$ cat config.mk
export PLATFORM = sky130hd
export DESIGN_NAME = seg7_scan_decoder_flat
export DESIGN_NICKNAME = d
export VERILOG_FILES = /design/src/rtl/seg7_pkg.sv /design/src/rtl/seg7_scan_decoder_if.sv /design/src/rtl/seg7_pattern_decode.sv /design/src/rtl/seg7_scan_decoder.sv /design/src/flat_wrapper.sv
export SDC_FILE = /design/constraint.sdc
export NUM_CORES = 1
export LEC_CHECK = 0
export ABC_CLOCK_PERIOD_IN_PS = 3200
export CORE_ASPECT_RATIO = 1.2
export CORE_MARGIN = 2
export CORE_UTILIZATION = 45
export CTS_BUF_LIST = sky130_fd_sc_hd__clkbuf_16
export DETAILED_ROUTE_END_ITERATION = 6
export GPL_TIMING_DRIVEN = 0
export PLACE_DENSITY = 0.66
export SLEW_MARGIN = 10
export SYNTH_ARGS = -nofsm -noshare
export SYNTH_HDL_FRONTEND = slang
export SYNTH_HIERARCHICAL = 1
export SYNTH_SLANG_ARGS = --single-unit
$ cat constraint.sdc
create_clock -name clk -period 3.2 [get_ports clk]
set_clock_uncertainty 0.2 [all_clocks]
set_input_delay 0.64 -clock clk [delete_from_list [all_inputs] [get_ports clk]]
set_output_delay 0.64 -clock clk [all_outputs]
set_load 0.03 [all_outputs]
$ cat src/rtl/seg7_pkg.sv
// Shared seven-segment constants (active-low, bit0 = a .. bit6 = g).
// Used by both the display-driver side and the scan decoder.
package seg7_pkg;

    localparam int NIB_W = 4;

    localparam logic [6:0] SEG7_0     = 7'h40;
    localparam logic [6:0] SEG7_1     = 7'h79;
    localparam logic [6:0] SEG7_2     = 7'h24;
    localparam logic [6:0] SEG7_3     = 7'h30;
    localparam logic [6:0] SEG7_4     = 7'h19;
    localparam logic [6:0] SEG7_5     = 7'h12;
    localparam logic [6:0] SEG7_6     = 7'h02;
    localparam logic [6:0] SEG7_7     = 7'h78;
    localparam logic [6:0] SEG7_8     = 7'h00;
    localparam logic [6:0] SEG7_9     = 7'h10;
    localparam logic [6:0] SEG7_A     = 7'h08;
    localparam logic [6:0] SEG7_B     = 7'h03;
    localparam logic [6:0] SEG7_C     = 7'h46;
    localparam logic [6:0] SEG7_D     = 7'h21;
    localparam logic [6:0] SEG7_E     = 7'h06;
    localparam logic [6:0] SEG7_F     = 7'h0E;
    localparam logic [6:0] SEG7_BLANK = 7'h7F;

endpackage

$ cat src/rtl/seg7_scan_decoder_if.sv
// Frame output bus of the scan decoder: valid/ready plus frame payload.
// The decoder is the master; the consumer is the slave.
interface seg7_scan_decoder_if #(
    parameter int NDIG = 8
);
    import seg7_pkg::*;

    logic                    out_valid;
    logic                    out_ready;
    logic [NIB_W*NDIG-1:0]   out_digits;
    logic [NDIG-1:0]         out_err;
    logic                    out_ovf;

    modport master (
        output out_valid,
        output out_digits,
        output out_err,
        output out_ovf,
        input  out_ready
    );

    modport slave (
        input  out_valid,
        input  out_digits,
        input  out_err,
        input  out_ovf,
        output out_ready
    );

endinterface

$ cat src/rtl/seg7_pattern_decode.sv
// Active-low 7-segment pattern to 4-bit value; err flags undecodable codes.
// Hex letters A..F decode only when SEG7_HEX_EN is defined.
module seg7_pattern_decode
    import seg7_pkg::*;
(
    input  logic [6:0]       pattern,
    output logic [NIB_W-1:0] value,
    output logic             err
);

    // Table lookup; anything unlisted (including blank) is an error.
    always_comb begin
        value = '0;
        err   = 1'b0;
        case (pattern)
            SEG7_0: value = 4'd0;
            SEG7_1: value = 4'd1;
            SEG7_2: value = 4'd2;
            SEG7_3: value = 4'd3;
            SEG7_4: value = 4'd4;
            SEG7_5: value = 4'd5;
            SEG7_6: value = 4'd6;
            SEG7_7: value = 4'd7;
            SEG7_8: value = 4'd8;
            SEG7_9: value = 4'd9;
`ifdef SEG7_HEX_EN
            SEG7_A: value = 4'd10;
            SEG7_B: value = 4'd11;
            SEG7_C: value = 4'd12;
            SEG7_D: value = 4'd13;
            SEG7_E: value = 4'd14;
            SEG7_F: value = 4'd15;
`endif
            default: err = 1'b1;
        endcase
    end

endmodule

$ cat src/rtl/seg7_scan_decoder.sv
// Samples a multiplexed 7-seg bus, debounces, decodes and assembles frames.
// Optional hex-letter decode via macro SEG7_HEX_EN (see seg7_pattern_decode).
module seg7_scan_decoder
    import seg7_pkg::*;
#(
    parameter int NDIG   = 8,
    parameter int STABLE = 4
) (
    input  logic            clk,
    input  logic            rst,
    input  logic [6:0]      seg_i,
    input  logic [NDIG-1:0] an_i,
    seg7_scan_decoder_if.master out
);

    localparam int SW = 7 + NDIG;
    localparam logic [3:0] CNT_MAX = 4'(STABLE - 1);
    localparam logic [3:0] CNT_PRE = 4'(STABLE - 2);

    logic [SW-1:0] smp;
    logic [SW-1:0] din;
    logic [3:0]    cnt;
    logic          same;
    logic          commit;

    logic [NDIG-1:0] hot;
    logic            strobe_ok;
    logic            wr;

    logic [NIB_W-1:0] dec_val;
    logic             dec_err;

    logic [NDIG-1:0][NIB_W-1:0] slot_val;
    logic [NDIG-1:0][NIB_W-1:0] slot_val_n;
    logic [NDIG-1:0]            slot_err;
    logic [NDIG-1:0]            slot_err_n;
    logic [NDIG-1:0]            seen;
    logic [NDIG-1:0]            seen_n;

    logic done;
    logic xfer;
    logic load;
    logic drop;

    logic                       valid_q;
    logic [NDIG-1:0][NIB_W-1:0] digits_q;
    logic [NDIG-1:0]            err_q;
    logic                       ovf_q;

    assign din    = {seg_i, an_i};
    assign same   = (din == smp);
    assign commit = same && (cnt == CNT_PRE);

    // Input sample register and stability run counter.
    always_ff @(posedge clk) begin
        if (rst) begin
            smp <= '1;
            cnt <= '0;
        end else begin
            smp <= din;
            if (!same)
                cnt <= '0;
            else if (cnt != CNT_MAX)
                cnt <= cnt + 4'd1;
        end
    end

    seg7_pattern_decode u_dec (
        .pattern (smp[SW-1:NDIG]),
        .value   (dec_val),
        .err     (dec_err)
    );

    // Strobe must be exactly one digit low to address a slot.
    always_comb begin
        hot       = ~smp[NDIG-1:0];
        strobe_ok = (hot != '0) && ((hot & (hot - 1'b1)) == '0);
        wr        = commit && strobe_ok;
    end

    // Next slot contents and seen mask after this commit.
    always_comb begin
        slot_val_n = slot_val;
        slot_err_n = slot_err;
        seen_n     = seen;
        for (int i = 0; i < NDIG; i++) begin
            if (wr && hot[i]) begin
                slot_val_n[i] = dec_val;
                slot_err_n[i] = dec_err;
                seen_n[i]     = 1'b1;
            end
        end
        done = wr && (&seen_n);
    end

    // Frame load vs. drop decision against the output handshake.
    always_comb begin
        xfer = valid_q && out.out_ready;
        load = done && (!valid_q || out.out_ready);
        drop = done && valid_q && !out.out_ready;
    end

    // Slot storage and partial-frame tracking.
    always_ff @(posedge clk) begin
        if (rst) begin
            slot_val <= '0;
            slot_err <= '0;
            seen     <= '0;
        end else begin
            slot_val <= slot_val_n;
            slot_err <= slot_err_n;
            seen     <= done ? '0 : seen_n;
        end
    end

    // Output frame register, valid flag and sticky overflow.
    always_ff @(posedge clk) begin
        if (rst) begin
            valid_q  <= 1'b0;
            digits_q <= '0;
            err_q    <= '0;
            ovf_q    <= 1'b0;
        end else begin
            if (load) begin
                valid_q  <= 1'b1;
                digits_q <= slot_val_n;
                err_q    <= slot_err_n;
            end else if (xfer) begin
                valid_q <= 1'b0;
            end
            if (drop)
                ovf_q <= 1'b1;
            else if (xfer)
                ovf_q <= 1'b0;
        end
    end

    assign out.out_valid  = valid_q;
    assign out.out_digits = digits_q;
    assign out.out_err    = err_q;
    assign out.out_ovf    = ovf_q;

endmodule

$ cat src/flat_wrapper.sv
// flat-port wrapper written by rule: the top's interface ports become plain ports
module seg7_scan_decoder_flat import seg7_pkg::*;
#(
    parameter int NDIG   = 8,
    parameter int STABLE = 4
)
  (clk, rst, seg_i, an_i, out_out_valid, out_out_digits, out_out_err, out_out_ovf, out_out_ready);
  seg7_scan_decoder_if #(.NDIG(NDIG)) out_i ();
  input  logic clk;
  input  logic rst;
  input  logic [6:0] seg_i;
  input  logic [NDIG-1:0] an_i;
  output wire logic [$bits(out_i.out_valid)-1:0] out_out_valid;
  output wire logic [$bits(out_i.out_digits)-1:0] out_out_digits;
  output wire logic [$bits(out_i.out_err)-1:0] out_out_err;
  output wire logic [$bits(out_i.out_ovf)-1:0] out_out_ovf;
  input wire logic [$bits(out_i.out_ready)-1:0] out_out_ready;
  assign out_out_valid = out_i.out_valid;
  assign out_out_digits = out_i.out_digits;
  assign out_out_err = out_i.out_err;
  assign out_out_ovf = out_i.out_ovf;
  assign out_i.out_ready = out_out_ready;
  seg7_scan_decoder #(.NDIG(NDIG), .STABLE(STABLE)) u_core (.clk(clk), .rst(rst), .seg_i(seg_i), .an_i(an_i), .out(out_i));
endmodule
==> flow_summary.yaml <==
critical_path:
  ff2ff_path_depth: 6
  cp-startpoint: "an_i[4]"
  r2r_end: "u_core/seen[7]$_SDFF_PP0_"
  crit_family: "buffers and inverters"
  worst-path-buf-inv: 5
  cp.depth: 12
  critPathRequiredTime_ns: 3.21
  arrival_ns: 3.07
  crit_top_cell: "buf_4"
  cp_slowest_stage_delay_ns: 0.49
  cp-start-kind: "input port"
  crit_type: "in2reg"
  endpoint: "u_core/out.out_digits[12]$_SDFFE_PP0P_"
  worst_setup_path_end_kind: "flip-flop"
  reg2reg_from: "u_core/smp[2]$_SDFF_PP1_"
  regToRegSetupSlack_ns: 0.29
  crit_chain: "clkdlybuf4s50_1 -> xnor2_1 -> nand4_1 -> nor4_4 -> buf_4 -> buf_4 -> nand3_1 -> a2111oi_4 -> buf_6 -> buf_12 -> mux2i_1 -> nor2_1"
  crit_path_max_fanout: 10
  cp_slowest_cell: "clkdlybuf4s50_1"
clock_network:
  max-clock-path-buffers: 2
  cts_tree: "built"
  clockRootBuffer: "clkbuf_16"
  clkTransAtPathRegs_ns: 0.07
  cts_made_buffers: 9
  htreeDepth: 3
  clock_latency_ns: 0.34
  cts.sinks: 109
floorplan:
  start_util_pct: 46.4
  die_w_um: 94.7
  die-area_mm2: 0.0107
  die-height_um: 113
  rows: 39
  ios: 60
  core_area_mm2: 0.00956
synth:
  synth_cell_types: 50
  synth_nets: 442
  synth_edf_count: 0
  ys_seq_elements: 109
  yosysWarnings: 6
  synth-seq-area-share_pct: 49.1
  syn_inst: 422
  async_flop_share_pct: 0
  synth_area_mm2: 0.00444
  synth_area_per_cell_um2: 10.5
  synthFlopType: "dfxtp_1"
layout:
  drive_above_1_share_pct: 19.8
  antenna_cells: 0
  finalNetCount: 526
  final_cell_mix: "109 x dfxtp_1, 71 x nor2_1, 59 x clkdlybuf4s50_1"
  final_common_cell: "dfxtp_1"
  finish.utilization_pct: 59.3
  areaGrowthSynthToFinish_pct: 27.6
  stdcell_count: 634
  final_cell_area_mm2: 0.00567
  multi_input_area_mm2: 0.00216
  regArea_mm2: 0.00218
  fillers: 849
global_route:
  grt_pass1_wl_um: 16000
  antenna_found_initial: 0
  grt.overflow.total: 0
  grtUsageTotal_pct: 19.6
  grt_pass1_vias: 3179
  grt_start_max_net_pins: 19
sta:
  max-slew-margin-rel_pct: 38.7
  finalHoldViolations: 0
  setup_viol: 0
  tightest_slew_ns: 0.916
  maxSlewViolCount: 0
  period_needed_ns: 3.06
  finalWorstSetupSlack_ns: 0.138
  grt_setup_unrepaired: "false"
  whs_ns: 0.269
  period_share_pct: 95.7
  fmax_ghz: 0.327
route:
  drc: 0
  via_per_inst: 5.20
  via_count: 3297
  drtAntennaViolNets: 0
  drt_iter0_drc: 195
  first_pass_iters: 4
  wl_um: 10400
  routedWlPerCell_um: 16.4
place:
  dp_hpwl_um: 7080
  dpl-instance-area_mm2: 0.00519
  dp_slack_ns: -0.505
  dp_cells: 604
  port_buffers: 59
  place_congestion: 0.847
flow_run:
  timing.max_cap.violations: 0
status:
  outcome: "completed"
pwr:
  ir_worst_vdd_mv: 0.274
  p_per_area_mw_per_mm2: 462
  p_leak_nw: 2.06
hold_path:
  hold_path_class: "reg2reg"
sequential cells by signal, summed over array words and instances (netlist names), 4 cells and up:
signal and count:
u_core/out.out_err 8, u_core/out.out_digits 32, u_core/slot_val 32, u_core/cnt 4, u_core/seen 8, u_core/slot_err 8
u_core/smp 15
metrics by stage:
stage | power [mW] | TNS, ns
after floorplan | 1.48 | 0
after global placement | 1.53 | -24.97
after detailed placement | 1.53 | -26.81
after CTS | 2.64 | 0
after global routing | 2.72 | 0
final | 2.62 | 0
what timing repair did:
item | in CTS | in global routing
resized for setup | 5 | 6
cloned | 0 | 1
endpoints found under the setup margin | 50 | 53
buffers inserted | 3 | 10
hold buffers | 0 | 0
pin swaps | 1 | 8
metal layers:
layer	part of all wire, %	track usage, %	vias up
li1	-	-	1630
met2	49	31.5	61
met4	1.5	6.67	0
met3	3.5	5.06	13
met5	0	0	-
met1	46	25.4	1593
synth_stat cells, drive strengths merged, types with 2 or more instances:
master     n  area share (%)
a21oi      7            0.79
nand4b     3             1.1
nor2b     18             2.5
or2       15             2.1
buf        8             1.5
ha         2            0.56
a21boi     4            0.68
clkbuf    11            0.93
mux2      15             3.8
o21a       5            0.85
nor2      72             6.1
inv        9            0.76
xnor2     13             2.6
mux2i     40             9.0
a211oi    22             5.4
nand2      5            0.42
nand4      4            0.56
maj3       2            0.45
nor3b      6             1.1
and3       2            0.28
xor2       5            0.99
nand3      9             1.0
a2111oi    2            0.82
o21ai      2            0.31
nor4       4            0.90
dfxtp    109              49
nand2b     5            0.70
nor3       7             1.4
a21o       5            0.85
how the worst min path moves through the flow:
stage | startpoint | endpoint | depth (start not counted)
global placement | u_core/seen[2]$_SDFF_PP0_ | u_core/seen[2]$_SDFF_PP0_ | 1
finish | u_core/seen[1]$_SDFF_PP0_ | u_core/seen[1]$_SDFF_PP0_ | 1
floorplan | u_core/seen[6]$_SDFF_PP0_ | u_core/seen[6]$_SDFF_PP0_ | 2
CTS | u_core/seen[1]$_SDFF_PP0_ | u_core/seen[1]$_SDFF_PP0_ | 1
detailed placement | u_core/seen[1]$_SDFF_PP0_ | u_core/seen[1]$_SDFF_PP0_ | 1
global route | u_core/seen[1]$_SDFF_PP0_ | u_core/seen[1]$_SDFF_PP0_ | 1
where the power goes:
group | switching [mW] | total, mW | internal [mW]
logic | 0.0686 | 0.122 | 0.0532
clock network | 0.505 | 1.11 | 0.608
registers | 0.0198 | 1.39 | 1.37
area by class of cell:
cell class	count	share of cell area, %
Buffer	19	2.16
Clock buffer	9	3.97
Clock inverter	7	1.30
Inverter	9	0.596
Multi-Input combinational cell	285	38.0
Sequential cell	109	38.5
Tap cell	123	2.72
Timing Repair Buffer	73	12.7
logic make-up (layout without fill, tap and decap cells):
group,count (synthesis),count (layout),synth area share [%]
and+or+nand+nor,155,155,19.2
muxes,55,55,12.8
xor gates and xnor gates,18,18,3.55
DFF,109,109,49.1
adders and majority gates,4,4,1.01
buffers and inverters,28,117,3.18
AOI/OAI and AO/OA,53,53,11.1
Note: power is estimated with default switching activity, not from simulation.
